`src/rtl/matmul_sched.sv`:
```
// Round-robin scheduler sharing one 2x2 matrix-multiplier datapath among NUM_REQ requesters.
// Operands are latched on accept, the multiplier is started, and its result is returned to the owner.
module matmul_sched #(
  parameter int NUM_REQ     = 4,
  parameter int TIMEOUT_CYC = 64,
  parameter int ID_W        = $clog2(NUM_REQ)
) (
  input  logic                   clk,
  input  logic                   reset,
  input  logic [NUM_REQ-1:0]     req_valid,
  output logic [NUM_REQ-1:0]     req_ready,
  input  logic [NUM_REQ*16-1:0]  req_a,
  input  logic [NUM_REQ*16-1:0]  req_b,
  output logic [NUM_REQ-1:0]     rsp_valid,
  input  logic [NUM_REQ-1:0]     rsp_ready,
  output logic [31:0]            rsp_c,
  output logic                   rsp_err,
  output logic [15:0]            mm_a,
  output logic [15:0]            mm_b,
  output logic                   mm_start,
  input  logic [31:0]            mm_c,
  input  logic                   mm_done,
  output logic                   busy,
  output logic [ID_W-1:0]        grant_id
);

  // Handshakes: a transfer happens on a rising clk edge where valid and ready are both high;
  // valid never waits on ready, and the payload is stable while valid is high and unaccepted.

  localparam int CNT_W = $clog2(TIMEOUT_CYC + 1);

  typedef enum logic [1:0] {IDLE, ISSUE, WAIT, RESP} state_t;

  state_t            state, state_nxt;
  logic [ID_W-1:0]   rr_ptr;
  logic [ID_W-1:0]   winner;
  logic [ID_W-1:0]   idx;
  logic              found;
  logic              done_q;
  logic [CNT_W-1:0]  cnt;
  logic              accept;
  logic              done_edge;
  logic              timeout;
  logic              rsp_hs;

  // Scan starts one past the last winner so every requester gets a turn.
  always_comb begin
    found  = 1'b0;
    winner = '0;
    idx    = '0;
    for (int k = 1; k <= NUM_REQ; k++) begin
      idx = ID_W'((int'(rr_ptr) + k) % NUM_REQ);
      if (!found && req_valid[idx]) begin
        found  = 1'b1;
        winner = idx;
      end
    end
  end

  assign accept    = (state == IDLE) && found;
  assign done_edge = mm_done && !done_q;
  assign timeout   = (cnt == CNT_W'(TIMEOUT_CYC - 1));
  assign rsp_hs    = rsp_ready[grant_id];

  always_ff @(posedge clk or negedge reset) begin
    if (!reset) state <= IDLE;
    else        state <= state_nxt;
  end

  always_comb begin
    state_nxt = state;
    case (state)
      IDLE:  if (accept) state_nxt = ISSUE;
      ISSUE: state_nxt = WAIT;
      WAIT:  if (done_edge || timeout) state_nxt = RESP;
      RESP:  if (rsp_hs) state_nxt = IDLE;
      default: state_nxt = IDLE;
    endcase
  end

  always_comb begin
    req_ready = accept ? (NUM_REQ'(1) << winner) : '0;
    rsp_valid = (state == RESP) ? (NUM_REQ'(1) << grant_id) : '0;
    mm_start  = (state == ISSUE);
    busy      = (state != IDLE);
  end

  always_ff @(posedge clk or negedge reset) begin
    if (!reset) begin
      rr_ptr   <= ID_W'(NUM_REQ - 1);
      grant_id <= '0;
      mm_a     <= '0;
      mm_b     <= '0;
      done_q   <= 1'b0;
      cnt      <= '0;
      rsp_c    <= '0;
      rsp_err  <= 1'b0;
    end else begin
      done_q <= mm_done;
      case (state)
        IDLE: if (accept) begin
          mm_a     <= req_a[int'(winner)*16 +: 16];
          mm_b     <= req_b[int'(winner)*16 +: 16];
          grant_id <= winner;
          rr_ptr   <= winner;
        end
        ISSUE: cnt <= '0;
        // A real done edge beats a timeout landing in the same cycle.
        WAIT: begin
          if (done_edge) begin
            rsp_c   <= mm_c;
            rsp_err <= 1'b0;
          end else if (timeout) begin
            rsp_c   <= '0;
            rsp_err <= 1'b1;
          end else begin
            cnt <= cnt + 1'b1;
          end
        end
        default: ;
      endcase
    end
  end

endmodule

```
`config.mk`:
```
export PLATFORM = sky130hd
export DESIGN_NAME = matmul_sched
export DESIGN_NICKNAME = d
export VERILOG_FILES = /design/src/rtl/matmul_sched.sv
export SDC_FILE = /design/constraint.sdc
export NUM_CORES = 1
export LEC_CHECK = 0
export ABC_AREA = 0
export BUFFER_PORTS_ARGS = -buffer_cell sky130_fd_sc_hd__clkbuf_2
export CAP_MARGIN = 40
export CORE_MARGIN = 2
export CORE_UTILIZATION = 41
export CTS_CLUSTER_DIAMETER = 80
export CTS_CLUSTER_SIZE = 28
export DETAILED_ROUTE_END_ITERATION = 7
export GPL_ROUTABILITY_DRIVEN = 0
export GPL_TIMING_DRIVEN = 0
export PLACE_DENSITY = 0.78
export SYNTH_ARGS = -nofsm -noshare
export SYNTH_HDL_FRONTEND = slang
export SYNTH_SLANG_ARGS = --single-unit
```
`constraint.sdc`:
```
create_clock -name clk -period 1.7 [get_ports clk]
set_input_delay 0.34 -clock clk [delete_from_list [all_inputs] [get_ports clk]]
set_output_delay 0.34 -clock clk [all_outputs]
set_load 0.03 [all_outputs]
```
==> flow_metrics.tcl <==
set metrics [dict create \
    antenna_found_initial 0 \
    p_leak_nw 3.63 \
    finalMaxSlewViolations 0 \
    min_to "done_q$_DFF_PN0_" \
    p_int_w 0.00726 \
    die_area_mm2 0.0118 \
    portBuffers 247 \
    r2r-start "rr_ptr[1]$_DFFE_PN1P_" \
    synthesis.nets 612 \
    viasPerCell 5.42 \
    wire_per_inst_um 17.3 \
    grt_overflow 0 \
    dr.pass1.iters 4 \
    max_freq_ghz 0.455 \
    endpoint_kind "output pin" \
    clkPwrFrac_pct 11.5 \
    final.setup.tns_ps -12000 \
    synth_edf_count 0 \
    synth_top_family_by_area "compound AO/OA/AOI/OAI gates" \
    hp-class "input port to flip-flop" \
    synth.avg_cell_area_um2 10.3 \
    ys.warnings.count 0 \
    place_area_mm2 0.00604 \
    die_x_um 108 \
    grt_pass1_vias 4793 \
    async_reset_ff_share_pct 100 \
    critPathKind "flip-flop to output pin" \
    numCtsBuffers 9 \
    synth-xor-area-share_pct 0 \
    synth_seq_area_share_pct 44.2 \
    synth_adder_area_share_pct 1.40 \
    htreeDepth 3 \
    netlist_instances 436 \
    setup_slack_ps -497 \
    maxSlewHeadroom_pct 64.2 \
    ys.flop_type "dfrtp_1" \
    postLayoutCellArea_mm2 0.00730 \
    tightest_slew_ps 537 \
    synth_cell_types 50 \
    critical_path_peak_fanout 3 \
    syn_area_mm2 0.00448 \
    combinationalPowerShare_pct 64.2 \
    area_growth_pct 63.0 \
    muxShareOfSynthArea_pct 8.58 \
    dp_hpwl_mm 10.9 \
    clk_path_buf_depth 2 \
    crit_path_start_kind "flip-flop" \
    synthSimpleGateAreaFrac_pct 14.7 \
    cap_violations 0 \
    p_seq_share_pct 24.2 \
    worstPathArrival_ps 1860 \
    coreArea_mm2 0.0107 \
    clk_latency_ps 340 \
    min_from "mm_done" \
    cts_root_buffer "clkbuf_8" \
    ant_nets 0 \
    fin_nets 921 \
    timing_hold_violations_final 0 \
    min_period_ps 2200 \
    clkSinkCount 79 \
    cts_tree "done" \
    fin_crit_sh_pct 129 \
    hold_depth 1 \
    p_switching_w 0.00618 \
    io_pins 248 \
    swShare_pct 46.0 \
    initial_core_util_pct 41.7 \
    final_layout_size_suffix_gt1_share_pct 56.7 \
    drc_errors 0 \
    status "complete, but fails checks" \
    ys_seq_elements 79 \
    power.density_mw_per_mm2 1840 \
    grt_first_pass_wirelength_mm 22.9 \
    ir_worst_vdd_mv 0.835 \
    fp.dieH_um 108 \
    rsz0062_at_grt "yes" \
    skew_ps 13.1 \
    r2r_end "mm_b[1]$_DFFE_PN0P_" \
    grtUsageTotal_pct 24.9 \
    num-fill-cells 853 \
    r2r_slack_ps -380 \
    routed-via-count 4820 \
    violations "negative setup slack" \
    synth-compound-area-share_pct 26.3 \
    placementRows 38 \
    ff2ff_path_depth 9 \
    initialDrtViolationCount 192 \
    diodes 0 \
    power_w 0.0134 \
    finalSetupViolCount 47 \
    routed_wirelength_mm 15.4 \
    grt_max_degree 41 \
    clk_pin_slew_ps 90 \
    worstPathRequired_ps 1360 \
]
==> critical path, stage by stage (launching register included) <==
cell and delay [ps]:
dfstp_2 570, nand2b_4 160, a21oi_4 70, or3_4 420, nor3_4 130, clkbuf_8 180
==> state kept, by name, indices dropped and copies added, names as in the netlist <==
signal / flops
mm_a: 16
grant_id: 2
state: 2
rsp_c: 32
done_q: 1
rsp_err: 1
rr_ptr: 2
mm_b: 16
cnt: 7
==> logic make-up (layout without fill, tap and decap cells) <==
| family | after synthesis | count (layout) |
|---|---|---|
| muxes | 37 | 37 |
| DFF | 79 | 79 |
| adders and majority gates | 5 | 5 |
| AOI/OAI and AO/OA | 142 | 143 |
| buffers and inverters | 42 | 355 |
| and+or+nand+nor | 131 | 131 |
==> layer usage <==
metal / track usage (%) / vias to the layer above / routed length, µm
li1: - / 2261 / -
met1: 27.6 / 2285 / 5870
met2: 47.3 / 255 / 8160
met3: 5.00 / 19 / 1120
met4: 7.60 / 0 / 257
met5: 0 / - / 0
==> cell usage after synthesis, types with 2 or more instances <==
cell type,count,area share (%)
dfrtp_1,77,43
nand2_1,45,3.8
mux2i_1,35,7.8
a22o_1,30,5.9
a211oi_1,25,4.2
nor2_1,23,1.9
nor3_1,20,2.2
a21boi_0,18,3.0
and3_1,18,2.5
clkbuf_1,18,1.5
o211ai_1,16,2.7
o221ai_1,16,3.1
buf_2,10,1.1
a211oi_2,8,2.2
a21oi_1,6,0.67
inv_1,6,0.50
ha_1,5,1.4
nand2b_1,4,0.56
nand3_1,4,0.45
nor2b_1,4,0.56
o21a_1,4,0.67
a21o_1,3,0.50
and3b_1,3,0.59
buf_4,3,0.50
buf_6,3,0.75
nand4_1,3,0.42
o21ai_0,3,0.34
a31oi_1,2,0.28
dfstp_2,2,1.2
o21ai_1,2,0.22
==> power groups by stage <==
stage	clock [W]	combinational, W	sequential (W)
finish	0.00155	0.00863	0.00325
global route	0.00168	0.00915	0.00335
CTS	0.00159	0.00796	0.00324
detailed placement	0	0.00672	0.00329
global placement	0	0.00657	0.00326
floorplan	0	0.00332	0.00473
==> metrics by stage <==
| stage | hold WS [ps] | util, % | cells | setup slack, ps |
|---|---|---|---|---|
| after floorplan | 44.4 | - | 436 | -128 |
| after global placement | 451 | 56.0 | 823 | -656 |
| after detailed placement | 376 | 56.2 | 824 | -666 |
| after CTS | 106 | 64.4 | 872 | -541 |
| after global routing | 95.2 | 67.9 | 890 | -563 |
| final | 125 | 67.9 | 890 | -497 |
==> worst max path at each step <==
stage,start,end,slack [ps],cells past startpoint
after floorplan,rr_ptr[0]$_DFFE_PN1P_,req_ready[3],-130,4
after global placement,req_valid[3],req_ready[3],-660,6
after detailed placement,req_valid[3],req_ready[3],-670,6
after CTS,rr_ptr[0]$_DFFE_PN1P_,req_ready[0],-540,6
after global routing,rr_ptr[0]$_DFFE_PN1P_,req_ready[1],-560,7
final,rr_ptr[0]$_DFFE_PN1P_,req_ready[3],-500,5
==> placed cells by master (no fill, tap or decap), types with 4 or more instances in the layout <==
master / netlist / routed
o211ai_1: 16 / 16
a22o_1: 30 / 30
buf_4: 3 / 33
nor2_1: 23 / 19
nand3_1: 4 / 4
a211oi_4: 0 / 5
and3_1: 18 / 14
buf_2: 10 / 7
a21boi_0: 18 / 16
inv_1: 6 / 4
nor2_4: 0 / 5
mux2i_1: 35 / 31
buf_8: 1 / 7
dfrtp_1: 77 / 76
clkbuf_8: 0 / 13
o221ai_1: 16 / 16
nor3_1: 20 / 16
clkbuf_4: 0 / 5
and3_4: 0 / 4
a211oi_1: 25 / 8
buf_6: 3 / 19
buf_12: 0 / 10
clkbuf_2: 1 / 242
nand2_1: 45 / 42
a211oi_2: 8 / 20
==> repair_timing <==
| item | 4_1_cts | 5_1_grt |
|---|---|---|
| setup buffers | 29 | 21 |
| pin swaps | 15 | 26 |
| resized for setup | 78 | 79 |
| hold buffers | 1 | 0 |
| setup endpoints to repair | 83 | 83 |
| cloned | 5 | 4 |
| hold endpoints to repair | 6 | 0 |
==> area by class of cell <==
class,count,area [µm²],area share [%]
buffer,32,333,4.56
clock buffer,10,128,1.75
clock inverter,6,92.6,1.27
inverter,6,22.5,0.309
multi-input combinational,316,2690,36.9
sequential,79,1980,27.1
tap,140,175,2.40
timing repair buffer,301,1870,25.7
Note: power is estimated with default switching activity, not from simulation.
